==> src/rtl/field_set_ctrl_57_if.sv <==
// Key, carry and set-mode inputs plus value/status outputs of one settable counter field.
interface field_set_ctrl_57_if #(
  parameter int WIDTH = 3
);
  logic             set_e_57;
  logic             key_add_57;
  logic             key_sub_57;
  logic             carry_i_57;
  logic [WIDTH-1:0] value_o_57;
  logic             carry_o_57;
  logic             rep_act_o_57;

  modport master (
    output set_e_57, key_add_57, key_sub_57, carry_i_57,
    input  value_o_57, carry_o_57, rep_act_o_57
  );

  modport slave (
    input  set_e_57, key_add_57, key_sub_57, carry_i_57,
    output value_o_57, carry_o_57, rep_act_o_57
  );
endinterface

==> src/rtl/field_set_ctrl_57.sv <==
// Settable wrap counter for one calendar field: key steps with auto-repeat in set mode, carry chaining in run mode.
// Value and carry_o are registered one cycle after the step condition; no backpressure.
module field_set_ctrl_57 #(
  parameter int WIDTH    = 3,
  parameter int MIN_VAL  = 1,
  parameter int MAX_VAL  = 7,
  parameter int RST_VAL  = 1,
  parameter int HOLD_CYC = 25_000_000,
  parameter int REP_CYC  = 5_000_000
) (
  input logic                clk_50m_57,
  input logic                rst_n_57,
  field_set_ctrl_57_if.slave fld
);
  localparam int TMAX = (HOLD_CYC > REP_CYC) ? HOLD_CYC : REP_CYC;
  localparam int TW   = (TMAX > 1) ? $clog2(TMAX) : 1;
  localparam logic [TW-1:0]    HOLD_LAST = TW'(HOLD_CYC - 1);
  localparam logic [TW-1:0]    REP_LAST  = TW'(REP_CYC - 1);
  localparam logic [WIDTH-1:0] MIN_V     = WIDTH'(MIN_VAL);
  localparam logic [WIDTH-1:0] MAX_V     = WIDTH'(MAX_VAL);
  localparam logic [WIDTH-1:0] RST_V     = WIDTH'(RST_VAL);
  localparam logic [31:0]      MIN_W     = 32'(MIN_VAL);
  localparam logic [31:0]      MAX_W     = 32'(MAX_VAL);

  typedef enum logic [2:0] {IDLE, HOLD_ADD, HOLD_SUB, REP_ADD, REP_SUB} state_t;

  state_t           state, state_nx;
  logic [TW-1:0]    timer, timer_nx;
  logic             add_q, sub_q, armed, armed_nx;
  logic             add, sub, both, add_edge, sub_edge, key_held;
  logic             step_up, step_dn, carry_up, in_range;
  logic [WIDTH-1:0] value, value_nx;
  logic [31:0]      value_w;
  logic             carry, carry_nx;

  assign add      = fld.key_add_57;
  assign sub      = fld.key_sub_57;
  assign both     = add & sub;
  // Edges only count once both keys have been seen low; this blocks a key still held across reset or a two-key chord.
  assign armed_nx = both ? 1'b0 : ((~add & ~sub) ? 1'b1 : armed);
  assign add_edge = armed & add & ~add_q;
  assign sub_edge = armed & sub & ~sub_q;
  assign key_held = (state == HOLD_ADD || state == REP_ADD) ? add : sub;

  always_comb begin
    state_nx = state;
    timer_nx = timer;
    step_up  = 1'b0;
    step_dn  = 1'b0;
    if (!fld.set_e_57 || both) begin
      state_nx = IDLE;
      timer_nx = '0;
    end else begin
      unique case (state)
        IDLE: begin
          timer_nx = '0;
          if (add_edge) begin
            step_up  = 1'b1;
            state_nx = HOLD_ADD;
          end else if (sub_edge) begin
            step_dn  = 1'b1;
            state_nx = HOLD_SUB;
          end
        end
        HOLD_ADD, HOLD_SUB: begin
          if (!key_held) begin
            state_nx = IDLE;
            timer_nx = '0;
          end else if (timer == HOLD_LAST) begin
            step_up  = (state == HOLD_ADD);
            step_dn  = (state == HOLD_SUB);
            state_nx = (state == HOLD_ADD) ? REP_ADD : REP_SUB;
            timer_nx = '0;
          end else begin
            timer_nx = timer + 1'b1;
          end
        end
        REP_ADD, REP_SUB: begin
          if (!key_held) begin
            state_nx = IDLE;
            timer_nx = '0;
          end else if (timer == REP_LAST) begin
            step_up  = (state == REP_ADD);
            step_dn  = (state == REP_SUB);
            timer_nx = '0;
          end else begin
            timer_nx = timer + 1'b1;
          end
        end
        default: begin
          state_nx = IDLE;
          timer_nx = '0;
        end
      endcase
    end
  end

  assign carry_up = ~fld.set_e_57 & fld.carry_i_57;
  assign value_w  = 32'(value);
  assign in_range = (value_w >= MIN_W) && (value_w <= MAX_W);

  // A corrupted value recovers to MIN_VAL on the next step or carry.
  always_comb begin
    value_nx = value;
    carry_nx = 1'b0;
    if (step_up || carry_up) begin
      value_nx = (!in_range || value == MAX_V) ? MIN_V : value + 1'b1;
      carry_nx = carry_up & (value == MAX_V);
    end else if (step_dn) begin
      value_nx = !in_range ? MIN_V : ((value == MIN_V) ? MAX_V : value - 1'b1);
    end
  end

  always_ff @(posedge clk_50m_57 or negedge rst_n_57) begin
    if (!rst_n_57) begin
      state <= IDLE;
      timer <= '0;
      add_q <= 1'b0;
      sub_q <= 1'b0;
      armed <= 1'b0;
      value <= RST_V;
      carry <= 1'b0;
    end else begin
      state <= state_nx;
      timer <= timer_nx;
      add_q <= add;
      sub_q <= sub;
      armed <= armed_nx;
      value <= value_nx;
      carry <= carry_nx;
    end
  end

  assign fld.value_o_57   = value;
  assign fld.carry_o_57   = carry;
  assign fld.rep_act_o_57 = (state == REP_ADD) || (state == REP_SUB);
endmodule

==> src/flat_wrapper.sv <==
// flat-port wrapper written by rule: the top's interface ports become plain ports
module field_set_ctrl_57_flat 
#(
  parameter int WIDTH    = 3,
  parameter int MIN_VAL  = 1,
  parameter int MAX_VAL  = 7,
  parameter int RST_VAL  = 1,
  parameter int HOLD_CYC = 25_000_000,
  parameter int REP_CYC  = 5_000_000
)
  (clk_50m_57, rst_n_57, fld_set_e_57, fld_key_add_57, fld_key_sub_57, fld_carry_i_57, fld_value_o_57, fld_carry_o_57, fld_rep_act_o_57);
  field_set_ctrl_57_if #(.WIDTH(WIDTH)) fld_i ();
  input logic clk_50m_57;
  input logic rst_n_57;
  input wire logic [$bits(fld_i.set_e_57)-1:0] fld_set_e_57;
  input wire logic [$bits(fld_i.key_add_57)-1:0] fld_key_add_57;
  input wire logic [$bits(fld_i.key_sub_57)-1:0] fld_key_sub_57;
  input wire logic [$bits(fld_i.carry_i_57)-1:0] fld_carry_i_57;
  output wire logic [$bits(fld_i.value_o_57)-1:0] fld_value_o_57;
  output wire logic [$bits(fld_i.carry_o_57)-1:0] fld_carry_o_57;
  output wire logic [$bits(fld_i.rep_act_o_57)-1:0] fld_rep_act_o_57;
  assign fld_i.set_e_57 = fld_set_e_57;
  assign fld_i.key_add_57 = fld_key_add_57;
  assign fld_i.key_sub_57 = fld_key_sub_57;
  assign fld_i.carry_i_57 = fld_carry_i_57;
  assign fld_value_o_57 = fld_i.value_o_57;
  assign fld_carry_o_57 = fld_i.carry_o_57;
  assign fld_rep_act_o_57 = fld_i.rep_act_o_57;
  field_set_ctrl_57 #(.WIDTH(WIDTH), .MIN_VAL(MIN_VAL), .MAX_VAL(MAX_VAL), .RST_VAL(RST_VAL), .HOLD_CYC(HOLD_CYC), .REP_CYC(REP_CYC)) u_core (.clk_50m_57(clk_50m_57), .rst_n_57(rst_n_57), .fld(fld_i));
endmodule
==> config.mk <==
export PLATFORM = sky130hd
export DESIGN_NAME = field_set_ctrl_57_flat
export DESIGN_NICKNAME = d
export VERILOG_FILES = /design/src/rtl/field_set_ctrl_57_if.sv /design/src/rtl/field_set_ctrl_57.sv /design/src/flat_wrapper.sv
export SDC_FILE = /design/constraint.sdc
export NUM_CORES = 1
export LEC_CHECK = 0
export ABC_AREA = 1
export CELL_PAD_IN_SITES_DETAIL_PLACEMENT = 1
export CELL_PAD_IN_SITES_GLOBAL_PLACEMENT = 1
export CORE_MARGIN = 2
export CORE_UTILIZATION = 44
export DETAILED_ROUTE_END_ITERATION = 8
export PLACE_DENSITY = 0.77
export SKIP_CTS_REPAIR_TIMING = 1
export SYNTH_ARGS = -nofsm -noshare
export SYNTH_HDL_FRONTEND = slang
export SYNTH_SLANG_ARGS = --single-unit
==> constraint.sdc <==
create_clock -name clk_50m_57 -period 2 [get_ports clk_50m_57]
set_input_delay 0.4 -clock clk_50m_57 [delete_from_list [all_inputs] [get_ports clk_50m_57]]
set_output_delay 0.4 -clock clk_50m_57 [all_outputs]
set_load 0.03 [all_outputs]
* Word level (Yosys, flattened, before mapping) *
Cells that the tools add are included.

word-level totals
  register bits = 35
  input port bits = 6
  output and inout port bits = 5
  word-level logic and storage cells = 88

operators by class
  $add $sub $neg = 3
  $lt $le $gt $ge = 2
  equal/unequal tests = 11
  mux-type cells = 38
  bitwise logic cells = 13
  reductions and logical operators = 14

operators with widths
  cell                                                   count
  2-to-1 mux 25 bit                                      5
  case mux 25 bit (2 select lines)                       1
  2-to-1 mux 3 bit                                       12
  adder 25 x 1 -> 25 bit, second input constant          1
  == test 25 x 23 -> 1 bit, second input constant        1
  == test 25 bit, second input constant                  1
  2-to-1 mux 1 bit                                       17
  case mux 3 bit (3 select lines)                        1
  bitwise AND 1 bit                                      8
  == test 3 x 1 -> 1 bit, second input constant          2
  == test 3 x 2 -> 1 bit, second input constant          2
  == test 3 bit, second input constant                   2
  case mux 1 bit (3 select lines)                        2
  logical OR 1 bit                                       5
  NOT 1 bit                                              5
  inequality test 4 x 1 -> 1 bit, second input constant  1
  inequality test 4 bit, second input constant           1
  nonzero test 2 bit                                     2
  OR reduction 2 bit                                     2
  adder 3 x 1 -> 3 bit, second input constant            1
  >= comparator 3 x 1 -> 1 bit, second input constant    1
  less-or-equal comparator 3 bit, second input constant  1
  logical NOT 3 bit                                      1
  inequality test 3 bit, second input constant           1
  4 further kinds                                        5

* Longest topological paths before layout *
Gate-level depths: netlist of the first run.

  word-level depth = 8
  depth in mapped cells = 15
  depth with buffers taken out = 15

* Least setup slack after synthesis of the first run *
OpenSTA, ideal clock, no wires.

  path kind = register to register
  from = register u_core.state[2]
  to = register u_core.timer[14]
  setup time = 0.086 ns
  arrival = 1.594 ns
  required time = 1.914 ns
  setup slack = 0.320 ns
  stages on the path, launching flop included = 11
  buffers on the path = 1
  period minus slack after synthesis = 1.680 ns
  cells stage by stage = dfrtp_1 -> inv_2 -> nand2_1 -> nor2_1 -> nor2_2 -> inv_1 -> nand2_1 -> nand2_1 -> nand3_2 -> buf_6 -> nor3_1

between the ends
  cells in the longest elaborated chain, start to end = 6
  elaborated cells on any way between the ends = 12
  those cells by class = eq/ne: 4; mux: 5; reduce/logical: 3

RTL lines
  item                                                              line                                              RTL
  from (decl)                                                       field_set_ctrl_57.sv:27                           state_t state, state_nx;
  from (signal assigned)                                            field_set_ctrl_57.sv:124                          state <= state_nx;
  == test 3 x 1 -> 1 bit or == test 3 x 2 -> 1 bit (tied branches)  field_set_ctrl_57.sv:43, field_set_ctrl_57.sv:54
  logical OR 1 bit                                                  field_set_ctrl_57.sv:43                           assign key_held = (state == HOLD_ADD || state == REP_ADD) ? add : sub;
  2-to-1 mux 1 bit                                                  field_set_ctrl_57.sv:43
  2-to-1 mux 25 bit (on tied branches)                              field_set_ctrl_57.sv:79, field_set_ctrl_57.sv:66
  case mux 25 bit (2 select lines) *                                field_set_ctrl_57.sv:54                           unique case (state)
  2-to-1 mux 25 bit *                                               field_set_ctrl_57.sv:50                           if (!fld.set_e_57 || both) begin
  via u_core.timer_nx[14]                                           field_set_ctrl_57.sv:28                           logic [TW-1:0] timer, timer_nx;
  to (signal assigned)                                              field_set_ctrl_57.sv:125                          timer <= timer_nx;
  to (decl)                                                         field_set_ctrl_57.sv:28

Mark *: on every way through the listed nets, which the timed path passes. The rest lies on a longest branch.
A chain may end at the register's enable or synchronous reset.

* Worst setup path after layout of the first run *
  from = register u_core.value[0], in the netlist u_core.fld.value_o_57[0]
  to = output fld_value_o_57[0]

RTL lines
  item                    line                      RTL
  from (decl)             field_set_ctrl_57.sv:32   logic [WIDTH-1:0] value, value_nx;
  from (signal assigned)  field_set_ctrl_57.sv:129  value <= value_nx;
  to (decl)               flat_wrapper.sv:19        output wire logic [$bits(fld_i.value_o_57)-1:0] fld_value_o_57;

No word-level cell between the ends.

==> key figures, run 1 <==
Yosys
  – Yosys warning total: 0
  – Synth Register Bits: 35
  – Yosys top cell area share: 38.6%
  – Synthesized instance count: 289
  – Area contributors post-synth: dfrtp_1, nand2_1, nor2_1, inv_1, nand3_1
  – Sequential fraction of the synthesis area: 39.8%
  – Cell Area, Synth: 2210 um2
  – Distinct cells, synth: 34
  – Area leader, netlist: dfrtp_1
  – Post-Syn Nets: 300
  – Post-Syn Area per Cell: 7.63 um2

STA
  – Fin. Hold Viols: 0
  – RSZ-0062 raised after global routing: no
  – F_max: 0.511 GHz
  – Total negative setup slack: 0 ps
  – Final slew viol count: 0
  – Final setup violation count: 0
  – Clock skew: 6.38 ps
  – Ratio of final minimum period to clock period: 97.8%
  – Slew headroom: 69.6%
  – Tmin final: 1960 ps
  – Tightest Pin Transition: 457 ps

Pwr
  – Sw power: 0.726 mW
  – P_leak: 1.26 nW
  – Clock power share: 26.1%
  – Power consumption: 1.97 mW
  – PD cells: 748 nW/um2
  – Max VDD drop: 657 uV
  – Combinational Power Share: 32.8%
  – Switching share of power: 36.9%
  – Reg power frac: 41.1%
  – Internal power: 1.24 mW

Setup path
  – R2R Path Start: u_core.timer[0]
  – CP bufs+invs: 1
  – Crit path DAT: 1560 ps
  – Number of cells on the critical path: 1
  – CP max stage cell: clkdlybuf4s50_1
  – Worst Setup End Kind: output pin
  – Critical path's top delay family: buffers and inverters
  – Worst Path Required: 1600 ps
  – CP peak stage delay: 680 ps
  – FF-to-FF End: u_core.timer[23]
  – WS Path Type: reg2out
  – R2R Setup Slk: 170 ps
  – Crit path to: fld_value_o_57[0]
  – Worst reg2reg path depth: 10
  – Worst Path Max Fanout: 5
  – Critical path cell sequence: clkdlybuf4s50_1
  – Critical Path Start Type: flip-flop
  – Worst Setup SP: u_core.fld.value_o_57[0]

Detailed routing
  – Final WL: 5250 um
  – DRT antenna net count: 0
  – Via-per-instance ratio: 4.98
  – DRT Pass-1 Iters: 4
  – # DRC: 0
  – 1st-iter DRT viols: 81
  – Avg WL per Cell: 13.6 um
  – Routed vias: 1924

Clock network
  – Root Buffer: clkbuf_8
  – Clock Latency Late Sink: 290 ps
  – CTS Sinks: 35
  – CTS tree: built
  – CTS max path bufs: 2
  – Reg clk slew, reported paths: 70 ps
  – H-tree depth: 2
  – CTS Buf Count: 5

Global route
  – Largest net degree at the start of global routing: 36
  – Vias in the first global route: 2080
  – Grt total ovfl: 0
  – Overall Global Routing Usage: 21.8%
  – First-pass GRT wire length: 9320 um
  – Initial antenna violation count: 0

Cells and area
  – Core Util, Final: 54.9%
  – Antenna Cells: 0
  – Finished Layout Cells: 386
  – Synthesis-to-layout area growth: 19.2%
  – Fraction of layout cells with a size suffix above 1: 19.7%
  – Nets: 329
  – Multi-input logic area: 1210 um2
  – Design area: 2630 um2
  – Flip-flop and latch area: 877 um2
  – # fillers: 627

Placement
  – Inst Count DP: 376
  – Port buffer count: 10
  – Detailed placer's ending HPWL: 4020 um
  – RePlAce Congestion: 0.870
  – Area post-placement: 2470 um2

Floorplan
  – Core box area: 4790 um2
  – Initial Util: 46.1%
  – I/O pin count: 11
  – Die X: 74.8 um
  – Die Y: 74.8 um
  – Full die area: 5600 um2
  – # rows: 25

Outcome
  – Status: completed

Run
  – Max-cap violations: 0

Worst hold path
  – Worst Hold Class: in2async
[state kept, by name, indices dropped and copies added, names as in the netlist, named ones only]
register               cells
u_core.add_q               1
u_core.armed               1
u_core.fld.carry_o_57      1
u_core.fld.value_o_57      2
u_core.state               3
u_core.sub_q               1
u_core.timer              25
[final cells by class]
type	instances	area share, %
clock inverters	2	0.476
inverters	41	5.85
flip-flops and latches	35	33.4
repair buffers	25	8.47
multi-input cells	210	45.9
well taps	67	3.19
clock buffers	6	2.76
[power by group through the flow]
stage / clock network [mW] / logic [mW] / registers (mW)
after floorplan: 0 / 0.354 / 0.869
after global placement: 0 / 0.615 / 0.818
after detailed placement: 0 / 0.639 / 0.819
after CTS: 0.534 / 0.643 / 0.806
after global routing: 0.558 / 0.736 / 0.814
final: 0.513 / 0.644 / 0.809
[logic make-up (layout without fill, tap and decap cells)]
group / count (synthesis) / after routing / share of synthesized area (%)
buf+inv: 44 / 74 / 8.17
flops: 35 / 35 / 39.8
compound gates: 21 / 21 / 5.50
xor+xnor: 13 / 13 / 5.16
fa+ha+maj: 5 / 5 / 2.84
simple gates: 171 / 171 / 38.6
[layer usage]
metal  routed length, um  part of all wire [%]  track usage (%)  vias to the layer above
li1                    -                     -                -                      973
met1                2360                    45             27.2                      931
met2                2710                    52             37.6                       13
met3                 117                   2.2             4.82                        7
met4                  63                   1.2             7.14                        0
met5                   0                     0                0                        -
[cell usage in the layout (no fill, tap or decap), types with 2 or more instances in the layout]
master           netlist  routed
nand2_1               56      53
nor2_1                50      47
inv_1                 36      36
dfrtp_1               34      34
nand3_1               24      23
buf_4                  0      14
nor3_1                 8       8
xor2_1                 8       8
a21oi_1                8       8
clkdlybuf4s50_1        0       8
nor2_2                 6       6
nor2_4                 3       6
nand2_2                3       6
o21ai_0                6       6
inv_2                  5       5
nand3_2                4       5
xnor2_1                5       5
ha_1                   5       5
clkbuf_8               0       5
nor3_2                 4       3
nand3b_1               3       3
nor3b_1                3       3
o21ai_2                0       2
nor3_4                 1       2
nor3b_2                2       2
[cell usage after synthesis]
cell       count
o2111ai_1      1
o21ai_1        2
nor3_2         4
nand2_1       56
o31ai_1        1
a21oi_1        8
nor3b_2        2
ha_1           5
o21ai_0        6
nor3b_1        3
dfstp_2        1
nand2_4        1
inv_2          5
xor2_1         8
nor2_4         3
xnor2_1        5
nor2_1        50
nand4_1        1
nand4_2        1
nand2_2        3
o2111a_1       1
nor3_4         1
inv_1         36
nand3_2        4
nor2_2         6
clkbuf_1       1
nand3b_1       3
a31oi_1        1
o21bai_1       1
nor3_1         8
nor4_1         1
buf_6          2
dfrtp_1       34
nand3_1       24
[metrics by stage]
stage | hold slack (ps) | worst slack [ps]
after global routing | 182 | 0.858
after CTS | 149 | -214
after detailed placement | 459 | -119
final | 139 | 43.8
after floorplan | 104 | 320
after global placement | 453 | -57.3
[worst min path at each step]
stage / slack (ps) / end / depth (start not counted)
final: 140 / u_core.timer[3] / 2
after global routing: 180 / u_core.timer[3] / 2
after CTS: 150 / u_core.timer[0] / 2
after detailed placement: 460 / u_core.timer[0] / 1
after global placement: 450 / u_core.timer[0] / 1
after floorplan: 100 / async pin / 0
(Power assumes the default switching activity.)
==> run 2, diff against run 1 <==
Settings changed: CTS_CLUSTER_DIAMETER from default to 50.
==> results of run 2 <==
No change in the layout: final DEF, timing and power equal those of run 1.
==> run 3, diff against run 2 <==
Settings changed: CORE_UTILIZATION 44 to 42, PLACE_DENSITY 0.77 to 0.74.
==> run 3 against run 2 <==
- first-iteration DRC count decreased by 33%
- clock skew barely moved
- largest power group unchanged
- largest cell class unchanged
- global-route usage fell by 1.9 points
- sequential power shrank 0.6%
- sequential share of layout area decreased by 0.97 points
- critical endpoint unchanged
- critical path type unchanged
- setup slack improved by 5.7 ps
- cell area grew 3.0%
- highest routed layer unchanged
- clock power increased by 31%
- clock-buffer cell count is the same
==> key figures, run 3 (synthesis results as in run 1) <==
Placement
  – Port buffer count: 10 (unchanged)
  – DP Worst Slack: -107 ps (was -119 ps)
  – Inst Count DP: 378 (was 376)
  – Detailed placer's ending HPWL: 4060 um (was 4020 um)
  – RePlAce Congestion: 0.860 (was 0.870)
  – Area post-placement: 2460 um2 (was 2470 um2)

Pwr
  – Switching share of power: 33.9% (was 36.9%)
  – PD cells: 781 nW/um2 (was 748 nW/um2)
  – Internal power: 1.40 mW (was 1.24 mW)
  – Clock power share: 31.8% (was 26.1%)
  – P_leak: 1.30 nW (was 1.26 nW)
  – Sw power: 0.717 mW (was 0.726 mW)
  – Combinational Power Share: 30.2% (was 32.8%)
  – Power consumption: 2.11 mW (was 1.97 mW)
  – Max VDD drop: 758 uV (was 657 uV)
  – Reg power frac: 38.0% (was 41.1%)

Clock network
  – CTS max path bufs: 2 (unchanged)
  – Root Buffer: clkbuf_8 (unchanged)
  – CTS tree: built (unchanged)
  – H-tree depth: 2 (unchanged)
  – Clock Latency Late Sink: 300 ps (was 290 ps)
  – CTS Sinks: 35 (unchanged)
  – Reg clk slew, reported paths: 70 ps (about the same)
  – CTS Buf Count: 5 (unchanged)

Setup path
  – Worst Path Required: 1600 ps (about the same)
  – Critical Path Start Type: flip-flop (unchanged)
  – Worst Setup End Kind: output pin (unchanged)
  – Worst reg2reg path depth: 10 (unchanged)
  – CP max stage cell: clkdlybuf4s50_1 (unchanged)
  – CP peak stage delay: 680 ps (about the same)
  – Critical path cell sequence: clkdlybuf4s50_1 (unchanged)
  – R2R Setup Slk: 170 ps (about the same)
  – FF-to-FF End: u_core.timer[24] (was u_core.timer[23])
  – CP bufs+invs: 1 (unchanged)
  – Crit path DAT: 1550 ps (was 1560 ps)
  – WS Path Type: reg2out (unchanged)
  – R2R Path Start: u_core.timer[0] (unchanged)
  – Critical path's top delay family: buffers and inverters (unchanged)
  – Worst Path Max Fanout: 5 (unchanged)

STA
  – Setup WS post-layout: 49.5 ps (was 43.8 ps)
  – RSZ-0062 raised after global routing: yes (was no)
  – Final slew viol count: 0 (unchanged)
  – Final setup violation count: 0 (unchanged)
  – Fin. Hold Viols: 0 (unchanged)
  – Tmin final: 1950 ps (was 1960 ps)
  – F_max: 0.513 GHz (was 0.511 GHz)
  – Total negative setup slack: 0 ps (unchanged)
  – Slew headroom: 69.7% (was 69.6%)
  – Ratio of final minimum period to clock period: 97.5% (was 97.8%)
  – Tightest Pin Transition: 454 ps (was 457 ps)
  – Clock skew: 6.78 ps (was 6.38 ps)

Global route
  – Overall Global Routing Usage: 19.9% (was 21.8%)
  – Initial antenna violation count: 0 (unchanged)
  – Grt total ovfl: 0 (unchanged)
  – Vias in the first global route: 2084 (was 2080)
  – First-pass GRT wire length: 9370 um (was 9320 um)
  – Largest net degree at the start of global routing: 36 (unchanged)

Detailed routing
  – DRT Pass-1 Iters: 4 (unchanged)
  – Final WL: 5370 um (was 5250 um)
  – # DRC: 0 (unchanged)
  – Via-per-instance ratio: 4.91 (was 4.98)
  – Routed vias: 1931 (was 1924)
  – Avg WL per Cell: 13.7 um (was 13.6 um)
  – 1st-iter DRT viols: 54 (was 81)
  – DRT antenna net count: 0 (unchanged)

Cells and area
  – Finished Layout Cells: 393 (was 386)
  – Design area: 2710 um2 (was 2630 um2)
  – Max reg flops: 25 (unchanged)
  – Commonest cells after routing, fill and taps aside: nand2_1, nor2_1, inv_1 (unchanged)
  – Nets: 333 (was 329)
  – Antenna Cells: 0 (unchanged)
  – Top reg by flops: u_core.timer (unchanged)
  – Commonest non-fill, non-tap cell in the layout: nand2_1 (unchanged)
  – Synthesis-to-layout area growth: 22.7% (was 19.2%)
  – Fraction of layout cells with a size suffix above 1: 21.7% (was 19.7%)

Floorplan
  – Initial Util: 43.5% (was 46.1%)
  – Die X: 76.5 um (was 74.8 um)
  – Core box area: 5070 um2 (was 4790 um2)
  – Full die area: 5850 um2 (was 5600 um2)
  – Die Y: 76.5 um (was 74.8 um)
  – # rows: 26 (was 25)
  – I/O pin count: 11 (unchanged)

Outcome
  – Status: completed (unchanged)

Worst hold path
  – Worst Hold Class: in2async (unchanged)

Run
  – Max-cap violations: 0 (unchanged)
## run 3: how the worst max path moves through the flow
| stage | from | endpoint | slack, ps | depth (start not counted) |
|---|---|---|---|---|
| after floorplan | u_core.state[2] | u_core.timer[14] | 320 | 10 |
| after global placement | fld_key_sub_57 | u_core.fld.value_o_57[0] | -60 | 12 |
| after detailed placement | fld_key_sub_57 | flip-flop | -110 | 11 |
| after CTS | u_core.state[2] | fld_rep_act_o_57 | -270 | 6 |
| after global routing | u_core.timer[0] | flip-flop | -60 | 13 |
| final | u_core.fld.value_o_57[0] | fld_value_o_57[0] | 50 | 1 |
## run 3: per-layer routing
layer,GRT usage [%],wire length (um),vias to the layer above
met5,0,0,-
met2,36.4,2770,20
met1,23.6,2390,920
met4,7.09,105,0
li1,-,-,981
met3,3.20,103,10
## run 3: power groups by stage
stage                     logic (mW)  registers [mW]  clock network (mW)
after global routing           0.724           0.812               0.725
after global placement         0.614           0.818                   0
final                          0.639           0.804               0.672
after CTS                      0.639           0.807               0.698
after detailed placement       0.638           0.821                   0
after floorplan                0.354           0.869                   0
## run 3: cell type report
cell class / count / area (um2)
inverter: 41 / 154
sequential: 35 / 877
timing repair buffer: 29 / 253
multi-input combinational: 210 / 1220
fill: 647 / 2370
clock buffer: 6 / 82.6
clock inverter: 2 / 35.0
tap: 70 / 87.6
## run 3: per-stage QoR
step	hold WS, ps	utilization [%]
floorplan	104	-
global placement	454	48.6
CTS	148	50.9
finish	141	53.4
detailed placement	474	48.6
global route	183	53.4
